$ cat src/rtl/clock_pkg.sv
`default_nettype none
// +--------------------------------------------------------------------------+
// | clock_pkg                                                                |
// | Shared types and defaults for the clock-setting button front end.       |
// | Revision: 1.0                                                            |
// +--------------------------------------------------------------------------+
package clock_pkg;

  typedef enum logic [1:0] {
    BTN_MODE   = 2'd0,
    BTN_SELECT = 2'd1,
    BTN_ADJUST = 2'd2
  } btn_idx_e;

  typedef enum logic [1:0] {
    IDLE   = 2'd0,
    DELAY  = 2'd1,
    REPEAT = 2'd2
  } rep_state_e;

  localparam int C_NUM_BTN        = 3;
  localparam int C_DEB_CYC_DEF    = 500000;
  localparam int C_REPEAT_DLY_DEF = 25000000;
  localparam int C_REPEAT_PER_DEF = 5000000;

  // Counter width able to hold 0..n-1, never narrower than one bit.
  function automatic int cnt_width(input int n);
    return (n <= 2) ? 1 : $clog2(n);
  endfunction

endpackage
`default_nettype wire

$ cat src/rtl/btn_debounce.sv
`default_nettype none
// +--------------------------------------------------------------------------+
// | btn_debounce                                                             |
// | Two-flop synchronizer plus stable-count debouncer for one button; emits |
// | the debounced level and a one-cycle strobe on each accepted press.      |
// | Revision: 1.0                                                            |
// +--------------------------------------------------------------------------+
module btn_debounce
  import clock_pkg::*;
#(
  parameter int DEB_CYC = C_DEB_CYC_DEF
) (
  input  logic clk,
  input  logic rst,
  input  logic i_raw,
  output logic o_deb,
  output logic o_rise
);

  localparam int             CW     = cnt_width(DEB_CYC);
  localparam logic [CW-1:0]  C_LAST = CW'(DEB_CYC - 1);

  logic          r_s1;
  logic          r_s2;
  logic          r_deb;
  logic          r_rise;
  logic [CW-1:0] r_cnt;

  always_ff @(posedge clk or posedge rst) begin
    if (rst) begin
      r_s1   <= 1'b0;
      r_s2   <= 1'b0;
      r_deb  <= 1'b0;
      r_rise <= 1'b0;
      r_cnt  <= '0;
    end else begin
      r_s1   <= i_raw;
      r_s2   <= r_s1;
      r_rise <= 1'b0;
      // Any sample agreeing with the current level restarts the stability count.
      if (r_s2 == r_deb) begin
        r_cnt <= '0;
      end else if (r_cnt == C_LAST) begin
        r_deb  <= r_s2;
        r_rise <= r_s2;
        r_cnt  <= '0;
      end else begin
        r_cnt <= r_cnt + 1'b1;
      end
    end
  end

  assign o_deb  = r_deb;
  assign o_rise = r_rise;

endmodule
`default_nettype wire

$ cat src/rtl/btn_cond.sv
`default_nettype none
// +--------------------------------------------------------------------------+
// | btn_cond                                                                 |
// | Debounces mode/select/adjust buttons and issues prioritised one-cycle   |
// | pulses. Define BTN_REPEAT_EN to add auto-repeat on ADJUST while held.   |
// | Revision: 1.0                                                            |
// +--------------------------------------------------------------------------+
module btn_cond
  import clock_pkg::*;
#(
  parameter int DEB_CYC    = C_DEB_CYC_DEF,
  parameter int REPEAT_DLY = C_REPEAT_DLY_DEF,
  parameter int REPEAT_PER = C_REPEAT_PER_DEF
) (
  input  logic clk,
  input  logic rst,
  input  logic btn_mode_raw,
  input  logic btn_select_raw,
  input  logic btn_adjust_raw,
  output logic MODE,
  output logic SELECT,
  output logic ADJUST
);

  logic [C_NUM_BTN-1:0] w_raw;
  logic [C_NUM_BTN-1:0] w_deb;
  logic [C_NUM_BTN-1:0] w_rise;
  logic                 w_rep;
  logic                 w_cand_mode;
  logic                 w_cand_select;
  logic                 w_cand_adjust;
  logic                 w_unused;

  assign w_raw[BTN_MODE]   = btn_mode_raw;
  assign w_raw[BTN_SELECT] = btn_select_raw;
  assign w_raw[BTN_ADJUST] = btn_adjust_raw;

  for (genvar gi = 0; gi < C_NUM_BTN; gi++) begin : g_btn
    btn_debounce #(
      .DEB_CYC (DEB_CYC)
    ) u_debounce (
      .clk    (clk),
      .rst    (rst),
      .i_raw  (w_raw[gi]),
      .o_deb  (w_deb[gi]),
      .o_rise (w_rise[gi])
    );
  end

`ifdef BTN_REPEAT_EN
  localparam int REP_MAX = (REPEAT_DLY > REPEAT_PER) ? REPEAT_DLY : REPEAT_PER;
  localparam int RW      = cnt_width(REP_MAX);
  localparam logic [RW-1:0] C_DLY_LAST = RW'(REPEAT_DLY - 1);
  localparam logic [RW-1:0] C_PER_LAST = RW'(REPEAT_PER - 1);

  rep_state_e    r_rep_state;
  logic [RW-1:0] r_rep_cnt;

  // Repeat candidates are qualified by the live level so a release cuts them off at once.
  assign w_rep = w_deb[BTN_ADJUST] &&
                 (((r_rep_state == DELAY)  && (r_rep_cnt == C_DLY_LAST)) ||
                  ((r_rep_state == REPEAT) && (r_rep_cnt == C_PER_LAST)));

  always_ff @(posedge clk or posedge rst) begin
    if (rst) begin
      r_rep_state <= IDLE;
      r_rep_cnt   <= '0;
    end else if (!w_deb[BTN_ADJUST]) begin
      r_rep_state <= IDLE;
      r_rep_cnt   <= '0;
    end else begin
      case (r_rep_state)
        IDLE: begin
          if (w_rise[BTN_ADJUST]) begin
            r_rep_state <= DELAY;
            r_rep_cnt   <= '0;
          end
        end
        DELAY: begin
          if (r_rep_cnt == C_DLY_LAST) begin
            r_rep_state <= REPEAT;
            r_rep_cnt   <= '0;
          end else begin
            r_rep_cnt <= r_rep_cnt + 1'b1;
          end
        end
        REPEAT: begin
          if (r_rep_cnt == C_PER_LAST) begin
            r_rep_cnt <= '0;
          end else begin
            r_rep_cnt <= r_rep_cnt + 1'b1;
          end
        end
        default: begin
          r_rep_state <= IDLE;
          r_rep_cnt   <= '0;
        end
      endcase
    end
  end
`else
  assign w_rep = 1'b0;
`endif

  assign w_unused = ^{w_deb, REPEAT_DLY[0], REPEAT_PER[0]};

  assign w_cand_mode   = w_rise[BTN_MODE];
  assign w_cand_select = w_rise[BTN_SELECT];
  assign w_cand_adjust = w_rise[BTN_ADJUST] | w_rep;

  // Fixed priority; losers are dropped rather than queued.
  always_ff @(posedge clk or posedge rst) begin
    if (rst) begin
      MODE   <= 1'b0;
      SELECT <= 1'b0;
      ADJUST <= 1'b0;
    end else begin
      MODE   <= w_cand_mode;
      SELECT <= w_cand_select & ~w_cand_mode;
      ADJUST <= w_cand_adjust & ~w_cand_mode & ~w_cand_select;
    end
  end

endmodule
`default_nettype wire

$ cat config.mk
export PLATFORM = sky130hd
export DESIGN_NAME = btn_cond
export DESIGN_NICKNAME = d
export VERILOG_FILES = /design/src/rtl/clock_pkg.sv /design/src/rtl/btn_debounce.sv /design/src/rtl/btn_cond.sv
export SDC_FILE = /design/constraint.sdc
export NUM_CORES = 1
export LEC_CHECK = 0
export CAP_MARGIN = 10
export CORE_MARGIN = 8
export CORE_UTILIZATION = 55
export DETAILED_ROUTE_END_ITERATION = 7
export PLACE_DENSITY = 0.79
export SLEW_MARGIN = 10
export SYNTH_ARGS = -nofsm -noshare
export SYNTH_HDL_FRONTEND = slang
export SYNTH_SLANG_ARGS = --single-unit
$ cat constraint.sdc
create_clock -name clk -period 2.46 [get_ports clk]
set_input_delay 0.492 -clock clk [delete_from_list [all_inputs] [get_ports clk]]
set_output_delay 0.492 -clock clk [all_outputs]
set_load 0.005 [all_outputs]
[After elaboration in Yosys (flattened, before gate mapping)]
Cells that the tools add are included.
Cells by class
  shift operators: 0
  divide/modulo/power cells: 0
  reductions and logical operators: 3
  multiply operators: 0
  bitwise logic cells: 8
  equality and inequality tests: 6
  order comparisons: 0
  mux-type cells: 12
  $add $sub $neg: 3
Operators by type and width (number)
  19-bit two-way mux: 6
  19-bit by 1-bit adder with 19-bit output (second input constant): 3
  19-bit equality test (second input constant): 3
  1-bit two-way mux: 6
  2-bit AND reduction: 3
  1-bit NOT: 5
  1-bit AND: 3
  1-bit equality test: 3
Word-level totals
  bits in latches: 0
  memory bits (writable): 0
  output and inout port bits: 3
  ROM bits: 0
  memories: 0
  flip-flop bits (word level): 72

[Depth between registers and ports, before layout]
Gate-level depths: netlist (run 1).
  depth after elaboration: 3
  depth in mapped cells: 7

[Cells and area by module]
Synthesis (run 1) repeated with hierarchy kept, for this count alone.
Unflattened totals
  cells, all modules: 330
  area total of the unflattened synthesis: 3558.4 um^2
Modules (own cells, without submodules)
  btn_debounce: area each 1153.6 um^2, seq. area each 575.6 um^2, instances 3, cells an instance 108
  btn_cond: area each 97.6 um^2, seq. area each 75.1 um^2, instances 1, cells an instance 6

[Least setup slack after synthesis (run 1)]
Ideal clock, no wire load.
  path kind: register to register
  start point: register g_btn[1].u_debounce.r_cnt[7]
  end point: register g_btn[1].u_debounce.r_deb
  required time: 2335 ps
  library setup time: 125 ps
  arrival time: 1921 ps
  cell stages (with the launch flop): 5
  path slack: 415 ps
  cell sequence: dfrtp_1 > or4b_2 > or4_4 > nor2_1 > mux2_2
On the way
  longest elaborated chain between the ends: 2
RTL lines
  start: declaration: line btn_debounce.sv:27  | logic [CW-1:0] r_cnt;
  start signal: assignment: line btn_debounce.sv:48  | r_cnt <= r_cnt + 1'b1;
  19-bit equality test: line btn_debounce.sv:43  | end else if (r_cnt == C_LAST) begin
  2-bit AND reduction (no source line)
  end signal: assignment: line btn_debounce.sv:44  | r_deb <= r_s2;
  end: declaration: line btn_debounce.sv:25  | logic r_deb;
No other way between the ends.
A chain may end at the register's enable or synchronous reset.

[Worst setup path in the final report (run 1)]
  start point: register g_btn[1].u_debounce.r_cnt[7]
  end point: register g_btn[1].u_debounce.r_cnt[11]
On the way
  longest elaborated chain between the ends: 3
  elaborated cells between the ends (all ways): 4
  classes of those cells: 1 x add/sub; 1 x eq/ne; 2 x mux
RTL lines
  19-bit by 1-bit adder with 19-bit output / 19-bit equality test (equally long branches): line btn_debounce.sv:48, btn_debounce.sv:43
  19-bit two-way mux (*): line btn_debounce.sv:43
  19-bit two-way mux (*): line btn_debounce.sv:41  | if (r_s2 == r_deb) begin
Every way passes the cells marked *; elsewhere a longest branch is shown, timed or not.

==> results of run 1 <==
==> cell usage in the layout (no fill, tap or decap), drive strengths merged, types with 2 or more instances in the layout <==
cell and instances:
or4 10, a21oi 14, and3 6, inv 14
nand2 19, nand2b 2, nor4b 2, o21ai 12
clkdlybuf4s50 7, dfrtp 72, buf 5, nand3 16
nor3 5, nor2 44, and4 4, o31ai 8
clkinv 3, nand4 15, or3 9, xor2 20
xnor2 20, clkbuf 10, ha 3, nor4 8
and2 3, nor4bb 2
==> report_power, final <==
| group | switching (W) | total [W] | internal [W] |
|---|---|---|---|
| clock network | 0.000402 | 0.000779 | 0.000376 |
| logic | 0.0000505 | 0.0000755 | 0.0000250 |
| registers | 0.0000160 | 0.00122 | 0.00120 |
==> stage by stage <==
stage          worst slack, ns  cell area (um^2)
3_5_place_dp             0.297              3490
3_3_place_gp             0.343              3490
5_1_grt                  0.207              3650
4_1_cts                  0.278              3650
6_report                 0.285              3650
2_1_floorplan            0.143              3300
==> routing by layer <==
layer  vias up  share of wire  track usage
li1       1166              -            -
met3         4          0.034       0.0569
met4         0         0.0077       0.0470
met2        25           0.47        0.230
met1      1147           0.49        0.196
met5         -              0            0
==> worst paths after layout <==
path / start / end / cells past startpoint
max in group asynchronous: rst / g_btn[2].u_debounce.r_cnt[8]$_DFF_PP0_ / 3
min: g_btn[1].u_debounce.r_s1$_DFF_PP0_ / g_btn[1].u_debounce.r_s2$_DFF_PP0_ / 0
min in group asynchronous: rst / g_btn[0].u_debounce.r_cnt[9]$_DFF_PP0_ / 3
min reg2reg: g_btn[1].u_debounce.r_s1$_DFF_PP0_ / g_btn[1].u_debounce.r_s2$_DFF_PP0_ / 0
max: g_btn[1].u_debounce.r_cnt[7]$_DFF_PP0_ / g_btn[1].u_debounce.r_cnt[11]$_DFF_PP0_ / 4
max reg2reg: g_btn[1].u_debounce.r_cnt[7]$_DFF_PP0_ / g_btn[1].u_debounce.r_cnt[11]$_DFF_PP0_ / 4
==> area by class of cell <==
cell class	count	area [um^2]
Clock buffer	10	138
Clock inverter	4	22.5
Fill cell	468	2200
Inverter	14	52.6
Multi-Input combinational cell	229	1420
Sequential cell	72	1800
Tap cell	75	93.8
Timing Repair Buffer	12	120
==> synth_stat cells, types with 2 or more instances <==
cell type / n / area share
nand4_1: 15 / 0.028
nand3_1: 15 / 0.023
xnor2_1: 20 / 0.053
ha_1: 3 / 0.011
nand2_1: 19 / 0.022
o31ai_1: 8 / 0.018
xor2_1: 20 / 0.053
and3_1: 6 / 0.011
o21ai_0: 9 / 0.014
and4_1: 3 / 0.0080
and2_1: 3 / 0.0057
nor4bb_1: 2 / 0.0061
clkbuf_1: 4 / 0.0045
nor4_1: 8 / 0.015
a21oi_1: 14 / 0.021
dfrtp_1: 72 / 0.55
nand2b_1: 2 / 0.0038
nor2_1: 44 / 0.050
nor4b_1: 2 / 0.0053
o21ai_1: 2 / 0.0030
or4_1: 9 / 0.020
nor3_1: 5 / 0.0076
inv_1: 14 / 0.016
or3_1: 8 / 0.015
==> sequential cells by signal, summed over array words and instances (netlist names) <==
| register | count |
|---|---|
| ADJUST | 1 |
| MODE | 1 |
| SELECT | 1 |
| g_btn.u_debounce.o_deb | 3 |
| g_btn.u_debounce.o_rise | 3 |
| g_btn.u_debounce.r_cnt | 57 |
| g_btn.u_debounce.r_s1 | 3 |
| g_btn.u_debounce.r_s2 | 3 |
==> worst max-delay path: cells and delay by family (launching register included) <==
family           cells  cell delay (ns)
AND/OR/NAND/NOR      3             1.24
AO/OA/AOI/OAI        1             0.40
flip-flops           1             0.40
==> cells by family after synthesis <==
group,count (synthesis)
muxes,1
adders and majority gates,3
buffers and inverters,20
DFF,72
AOI/OAI and AO/OA,35
xor gates and xnor gates,40
and+or+nand+nor,150
==> flow_metrics.tcl, run 1 <==
set metrics [dict create \
    status "finished clean" \
    rsz0062_at_grt "false" \
    synthAdderAreaFrac 0.0114 \
    fin_cells 416 \
    synth_top_family_by_area "simple AND/OR/NAND/NOR gates" \
    grt-ovfl-total 0 \
    required_ns 2.67 \
    gr-usage-all-layers 0.152 \
    dpl.hpwl_um 3910 \
    coreArea_mm2 0.00585 \
    crit_arrival_ns 2.38 \
    ir_drop_v 0.000442 \
    synth-edff-count 0 \
    timing.hold.ws_ns 0.351 \
    fin_skew_ns 0.00592 \
    synth_ff_type "dfrtp_1" \
    pwr_density_cell_mw_per_mm2 568 \
    final.period_utilization 0.884 \
    path_cells "or4b_2, or4_4, o21ai_4, nor2_1" \
    grt_pass1_vias 2317 \
    critPathSlowestCell "or4b_2" \
    die_x_um 93.5 \
    synth_seq_cells 72 \
    portBuffers 7 \
    dp.cells 402 \
    avgRoutedWirePerCell_um 14.1 \
    synthSimpleGateAreaFrac 0.245 \
    synth.cell_area_mm2 0.00330 \
    synth_compound_area_frac 0.0636 \
    synth_fp_nets 329 \
    post-route-min-period_ns 2.17 \
    dieHeight_um 93.5 \
    postCtsSetupRepairBufs 0 \
    setup_viol 0 \
    clockRootBuffer "clkbuf_8" \
    yosysWarningCount 0 \
    area_growth_syn_to_layout_pct 10.4 \
    drc_errors 0 \
    cts_tree "yes" \
    power_w 0.00207 \
    ant_nets 0 \
    clock-sinks 72 \
    cts_buffers 9 \
    clk_pin_slew_worst_paths_ns 0.07 \
    gp_congestion 0.783 \
    grt_antenna_before_repair 0 \
    fin_tns_setup_ns 0 \
    drive_gt1_frac 0.0821 \
    cts_resized 0 \
    dr.pass1.iters 4 \
    grt_start_max_net_pins 73 \
    io_pins 8 \
    htree_levels 3 \
    grt_pass1_wl_um 10600 \
    path_max_fanout 18 \
    max_freq_mhz 460 \
    worstSetupPathType "reg2reg" \
    wirelength_um 5850 \
    drtIter0Drc 164 \
    synthMuxAreaShare 0.00341 \
    synthArstFlopShare 1.00 \
    rrSetupSlack_ns 0.29 \
    clk_latency_ns 0.33 \
    ys_seq_area_frac 0.545 \
    clockBufferDepth 2 \
    vias_per_cell 5.63 \
    cts_hold_buf 0 \
    avgSynthCellArea_um2 10.3 \
    worst_pin_slew_ns 0.631 \
    report.final.hold_viol_count 0 \
    synth_xor_area_frac 0.106 \
    max_stage_delay_ns 0.68 \
    hold_class "reg2reg" \
    synthCells 321 \
    maxCapViolations 0 \
    num_vias 2342 \
    rows 28 \
    start_util 0.565 \
    end_kind "flip-flop" \
    dieArea_mm2 0.00874 \
    cp-start-kind "flip-flop" \
    relSlewSlack 0.576 \
    final_util 0.623 \
    final_net_count 346 \
    n_antenna_cell 0 \
    p_leak_nw 1.51 \
    slew_viol_final 0 \
    synth_cell_types 38 \
]
No activity file was read; power rests on OpenSTA's default activity.
==> run 2: changes to the inputs <==
--- a/config.mk
+++ b/config.mk
@@ -7,9 +7,10 @@
 export LEC_CHECK = 0
 export CAP_MARGIN = 10
 export CORE_MARGIN = 8
-export CORE_UTILIZATION = 55
+export CORE_UTILIZATION = 58
+export CTS_BUF_LIST = sky130_fd_sc_hd__clkbuf_8
 export DETAILED_ROUTE_END_ITERATION = 7
-export PLACE_DENSITY = 0.79
+export PLACE_DENSITY = 0.82
 export SLEW_MARGIN = 10
 export SYNTH_ARGS = -nofsm -noshare
 export SYNTH_HDL_FRONTEND = slang
==> run 2 against run 1 <==
Net effect:
- sequential power barely moved
- critical path type unchanged
- non-clock buffer count down 1
- combinational power up 3.0%
- core utilization up 5.4 points
- clock power grew 48%
==> flow_metrics.tcl, run 2 (synthesized netlist as in run 1, its figures left out) <==
set metrics [dict create \
    gr-usage-all-layers 0.154 \
    gp_congestion 0.801 \
    worstSetupPathType "reg2reg" \
    fin_tns_setup_ns 0 \
    dpl.hpwl_um 3850 \
    setup_viol 0 \
    clockRootBuffer "clkbuf_8" \
    htree_levels 3 \
    wirelength_um 5820 \
    clk_pin_slew_worst_paths_ns 0.07 \
    num_vias 2335 \
    startpoint "g_btn[1].u_debounce.r_cnt[7]$_DFF_PP0_" \
    grt_pass1_vias 2298 \
    dieArea_mm2 0.00837 \
    rows 27 \
    hold_start "g_btn[1].u_debounce.r_s1$_DFF_PP0_" \
    required_ns 2.67 \
    cp-start-kind "flip-flop" \
    final_common_cell "dfrtp_1" \
    slew_viol_final 0 \
    fillCellCount 435 \
    placed_cell_area_mm2 0.00348 \
    grt_start_max_net_pins 73 \
    grt-ovfl-total 0 \
    grt_antenna_before_repair 0 \
    start_util 0.600 \
    cts_resized 0 \
    io_pins 8 \
    coreArea_mm2 0.00551 \
    path_max_fanout 18 \
    top_register "g_btn.u_debounce.r_cnt" \
    portBuffers 7 \
    p_leak_nw 1.55 \
    cts_hold_buf 0 \
    hold_class "reg2reg" \
    rsz0062_at_grt "false" \
    seqCellArea_mm2 0.00180 \
    fin_skew_ns 0.00640 \
    maxCapViolations 0 \
    die_x_um 91.5 \
    final_area_mm2 0.00373 \
    clk_latency_ns 0.34 \
    cts_tree "yes" \
    final.period_utilization 0.883 \
    clock-sinks 72 \
    dieHeight_um 91.5 \
    m1WireLength_um 2910 \
    met2_length_um 2580 \
    final_net_count 345 \
    relSlewSlack 0.631 \
    grt_pass1_wl_um 10500 \
    post-route-min-period_ns 2.17 \
    ir_drop_v 0.000382 \
    avgRoutedWirePerCell_um 14.1 \
    dr.pass1.iters 6 \
    drc_errors 0 \
    cts_buffers 9 \
    worst_pin_slew_ns 0.549 \
    pwr_density_cell_mw_per_mm2 656 \
    area_growth_syn_to_layout_pct 12.9 \
    end_kind "flip-flop" \
    drive_gt1_frac 0.0848 \
    rrSetupSlack_ns 0.29 \
    final_cell_mix "dfrtp_1, nor2_1, xor2_1, xnor2_1, nand2_1" \
    vias_per_cell 5.64 \
    met3_length_um 209 \
    ant_nets 0 \
    multiInputGateArea_mm2 0.00142 \
    n_antenna_cell 0 \
    crit_arrival_ns 2.38 \
    postCtsSetupRepairBufs 0 \
    status "finished clean" \
    drtIter0Drc 155 \
    clockBufferDepth 2 \
    top_layer "met4" \
    report.final.hold_viol_count 0 \
    largest_register_ffs 57 \
    r2r-start "g_btn[1].u_debounce.r_cnt[7]$_DFF_PP0_" \
    max_freq_mhz 460 \
]
-- run 2: changes by cell type in the layout (fill, tap and decap cells not counted), sizes merged --
cell    previous run  this run
clkbuf            10        11
clkinv             3         1
buf                5         4
bufinv             0         3
-- run 2: metal layers --
layer  up-vias  track usage
met2        32        0.227
met5         -            0
met4         0       0.0778
met1      1128        0.208
li1       1164            -
met3        11       0.0329
-- run 2: cell type report --
class | count | area share
Sequential cell | 72 | 0.483
Timing Repair Buffer | 11 | 0.0302
Inverter | 14 | 0.0141
Multi-Input combinational cell | 229 | 0.380
Clock buffer | 11 | 0.0406
Tap cell | 72 | 0.0242
Clock inverter | 5 | 0.0275
-- run 2: critical path, stage by stage, from the launching register on --
cell and delay, ns:
dfrtp_1 0.40, or4b_2 0.67, or4_4 0.46, o21ai_4 0.40, nor2_1 0.11
-- run 2: where the power goes --
part	total (W)	leakage, nW	switching (W)	internal (W)
clock network	0.00115	0.126	0.000426	0.000727
registers	0.00122	0.985	0.0000157	0.00120
logic	0.0000778	0.439	0.0000516	0.0000262
total	0.00245	1.55	0.000494	0.00195
-- run 2: final timing paths --
check                                                    endpoint  cells after the start
max                        g_btn[1].u_debounce.r_cnt[5]$_DFF_PP0_                      4
min in group asynchronous      g_btn[0].u_debounce.r_s2$_DFF_PP0_                      3
min                            g_btn[1].u_debounce.r_s2$_DFF_PP0_                      0
min reg2reg                    g_btn[1].u_debounce.r_s2$_DFF_PP0_                      0
max reg2reg                g_btn[1].u_debounce.r_cnt[5]$_DFF_PP0_                      4
max in group asynchronous  g_btn[1].u_debounce.r_cnt[5]$_DFF_PP0_                      3
-- run 2: metrics by stage --
step                      cells  utilization  total power, W  hold slack (ns)  setup slack (ns)
after floorplan             321            -         0.00129            0.331             0.143
after global placement      398        0.631         0.00131            0.333             0.335
after detailed placement    398        0.631         0.00132            0.335             0.294
after CTS                   414        0.677         0.00247            0.352             0.283
after global routing        414        0.677         0.00252            0.367             0.180
final                       414        0.677         0.00245            0.350             0.287
==> run 3: changes to the inputs <==
--- a/config.mk
+++ b/config.mk
@@ -7,10 +7,12 @@
 export LEC_CHECK = 0
 export CAP_MARGIN = 10
 export CORE_MARGIN = 8
-export CORE_UTILIZATION = 58
+export CORE_UTILIZATION = 59
 export CTS_BUF_LIST = sky130_fd_sc_hd__clkbuf_8
 export DETAILED_ROUTE_END_ITERATION = 7
+export DONT_BUFFER_PORTS = 1
 export PLACE_DENSITY = 0.82
+export SETUP_SLACK_MARGIN = 0.05
 export SLEW_MARGIN = 10
 export SYNTH_ARGS = -nofsm -noshare
 export SYNTH_HDL_FRONTEND = slang
==> run 3 against run 2 <==
Net effect:
- register-to-register slack got worse by 0.03 ns
- clock skew grew 0.0013 ns
- highest routed layer unchanged
- critical path type unchanged
- wire length down 1.6%
- sequential share of layout area is 0.87 points higher
==> flow_metrics.tcl, run 3 (synthesized netlist as in run 1, its figures left out) <==
set metrics [dict create \
    final_net_count 340 \
    crit_arrival_ns 2.41 \
    clock-sinks 72 \
    top_register "g_btn.u_debounce.r_cnt" \
    power.clock.fraction 0.462 \
    die_x_um 90.8 \
    grtUsageMet2 0.252 \
    worstSetupPathType "reg2reg" \
    ir_drop_v 0.000511 \
    dp.cells 393 \
    grt_pass1_vias 2431 \
    use_met1 0.185 \
    switchingPower_w 0.000496 \
    ant_nets 0 \
    fillCellCount 415 \
    dpl.hpwl_um 3980 \
    wirelength_um 5730 \
    pwr_density_cell_mw_per_mm2 653 \
    htree_levels 3 \
    cts_tree "yes" \
    p_sw_frac 0.208 \
    report.final.hold_viol_count 0 \
    rows 27 \
    coreArea_mm2 0.00547 \
    power_w 0.00239 \
    worst_pin_slew_ns 0.603 \
    clk_pin_slew_worst_paths_ns 0.08 \
    final.period_utilization 0.894 \
    setup_viol 0 \
    max_freq_mhz 455 \
    final_common_cell "dfrtp_1" \
    avgRoutedWirePerCell_um 14.0 \
    status "finished clean" \
    grt_antenna_before_repair 0 \
    vias_per_cell 5.70 \
    placed_cell_area_mm2 0.00342 \
    cts_resized 0 \
    critPathSlowestCell "or4b_2" \
    area_growth_syn_to_layout_pct 10.9 \
    io_pins 8 \
    dr.pass1.iters 4 \
    largest_register_ffs 57 \
    n_antenna_cell 0 \
    final_util 0.669 \
    power_frac_seq 0.508 \
    path_cells "or4b_2, or4_4, o21ai_4, nor2_1" \
    final_area_mm2 0.00366 \
    max_stage_delay_ns 0.65 \
    fin_cells 409 \
    grt_busiest_layer "met2" \
    drive_gt1_frac 0.0920 \
    internal_power_w 0.00190 \
    p_leak_nw 1.52 \
    num_vias 2333 \
    final_cell_mix "dfrtp_1, nor2_1, xor2_1, xnor2_1, nand2_1" \
    cp-start-kind "flip-flop" \
    relSlewSlack 0.594 \
    path_max_fanout 18 \
    post-route-min-period_ns 2.20 \
    grt_pass1_wl_um 10600 \
    clockRootBuffer "clkbuf_8" \
    clk_latency_ns 0.34 \
    grt_util_met3 0.0515 \
    gp_congestion 0.823 \
    fin_tns_setup_ns 0 \
    end_kind "flip-flop" \
    drc_errors 0 \
    grt-ovfl-total 0 \
    cts_buffers 9 \
    start_util 0.604 \
    maxCapViolations 0 \
    dieArea_mm2 0.00825 \
    gr-usage-all-layers 0.156 \
    hold_class "in2async" \
    fin_skew_ns 0.00771 \
    pwr-share-comb 0.030 \
    slew_viol_final 0 \
    rsz0062_at_grt "false" \
    cts_hold_buf 0 \
    clockBufferDepth 2 \
    portBuffers 0 \
    drtIter0Drc 80 \
    dieHeight_um 90.8 \
    grt_start_max_net_pins 73 \
    postCtsSetupRepairBufs 0 \
    required_ns 2.67 \
]
-- run 3: cell count changes in the layout (fill, tap and decap cells not counted) --
| cell | before | now |
|---|---|---|
| clkdlybuf4s50_1 | 7 | 0 |
| clkinvlp_4 | 1 | 2 |
| inv_6 | 0 | 1 |
| buf_4 | 3 | 5 |
| clkbuf_8 | 11 | 9 |
-- run 3: power groups by stage --
stage | registers [W] | clock network, W | logic, W
global route | 0.00122 | 0.00118 | 0.0000823
global placement | 0.00124 | 0 | 0.0000703
floorplan | 0.00123 | 0 | 0.0000530
finish | 0.00122 | 0.00110 | 0.0000707
CTS | 0.00122 | 0.00113 | 0.0000729
detailed placement | 0.00124 | 0 | 0.0000726
-- run 3: final cells by class --
type,instances,area (um^2),area share
Sequential cell,72,1800,0.492
Multi-Input combinational cell,229,1420,0.387
Clock buffer,9,124,0.0338
Clock inverter,7,119,0.0324
Tap cell,72,90.1,0.0246
Timing Repair Buffer,6,57.6,0.0157
Inverter,14,52.6,0.0143
-- run 3: per-layer routing --
layer	share of wire	wire length (um)
met3	0.034	195
met2	0.49	2800
met1	0.46	2640
met4	0.016	94
met5	0	0
-- run 3: stage by stage --
| stage | setup slack, ns | hold slack, ns |
|---|---|---|
| after floorplan | 0.143 | 0.331 |
| after global placement | 0.316 | 0.342 |
| after detailed placement | 0.264 | 0.352 |
| after CTS | 0.264 | 0.106 |
| after global routing | 0.173 | 0.111 |
| final | 0.260 | 0.0725 |
-- run 3: critical path, delay by kind of cell (launching register included) --
kind | cells | cell delay, ns
flip-flops | 1 | 0.43
AND/OR/NAND/NOR | 3 | 1.22
AO/OA/AOI/OAI | 1 | 0.42
-- run 3: worst paths after layout --
| check | depth (start not counted) | slack [ns] | endpoint | start |
|---|---|---|---|---|
| setup / recovery | 4 | 0.26 | g_btn[1].u_debounce.r_cnt[5]$_DFF_PP0_ | g_btn[1].u_debounce.r_cnt[5]$_DFF_PP0_ |
| setup reg to reg | 4 | 0.26 | g_btn[1].u_debounce.r_cnt[5]$_DFF_PP0_ | g_btn[1].u_debounce.r_cnt[5]$_DFF_PP0_ |
| hold reg to reg | 0 | 0.36 | g_btn[0].u_debounce.r_s2$_DFF_PP0_ | g_btn[0].u_debounce.r_s1$_DFF_PP0_ |
| max in group asynchronous | 2 | 2.05 | g_btn[0].u_debounce.r_cnt[8]$_DFF_PP0_ | rst |
| min in group clk | 0 | 0.17 | g_btn[0].u_debounce.r_s1$_DFF_PP0_ | btn_mode_raw |
| hold / removal | 2 | 0.07 | g_btn[0].u_debounce.r_cnt[18]$_DFF_PP0_ | rst |
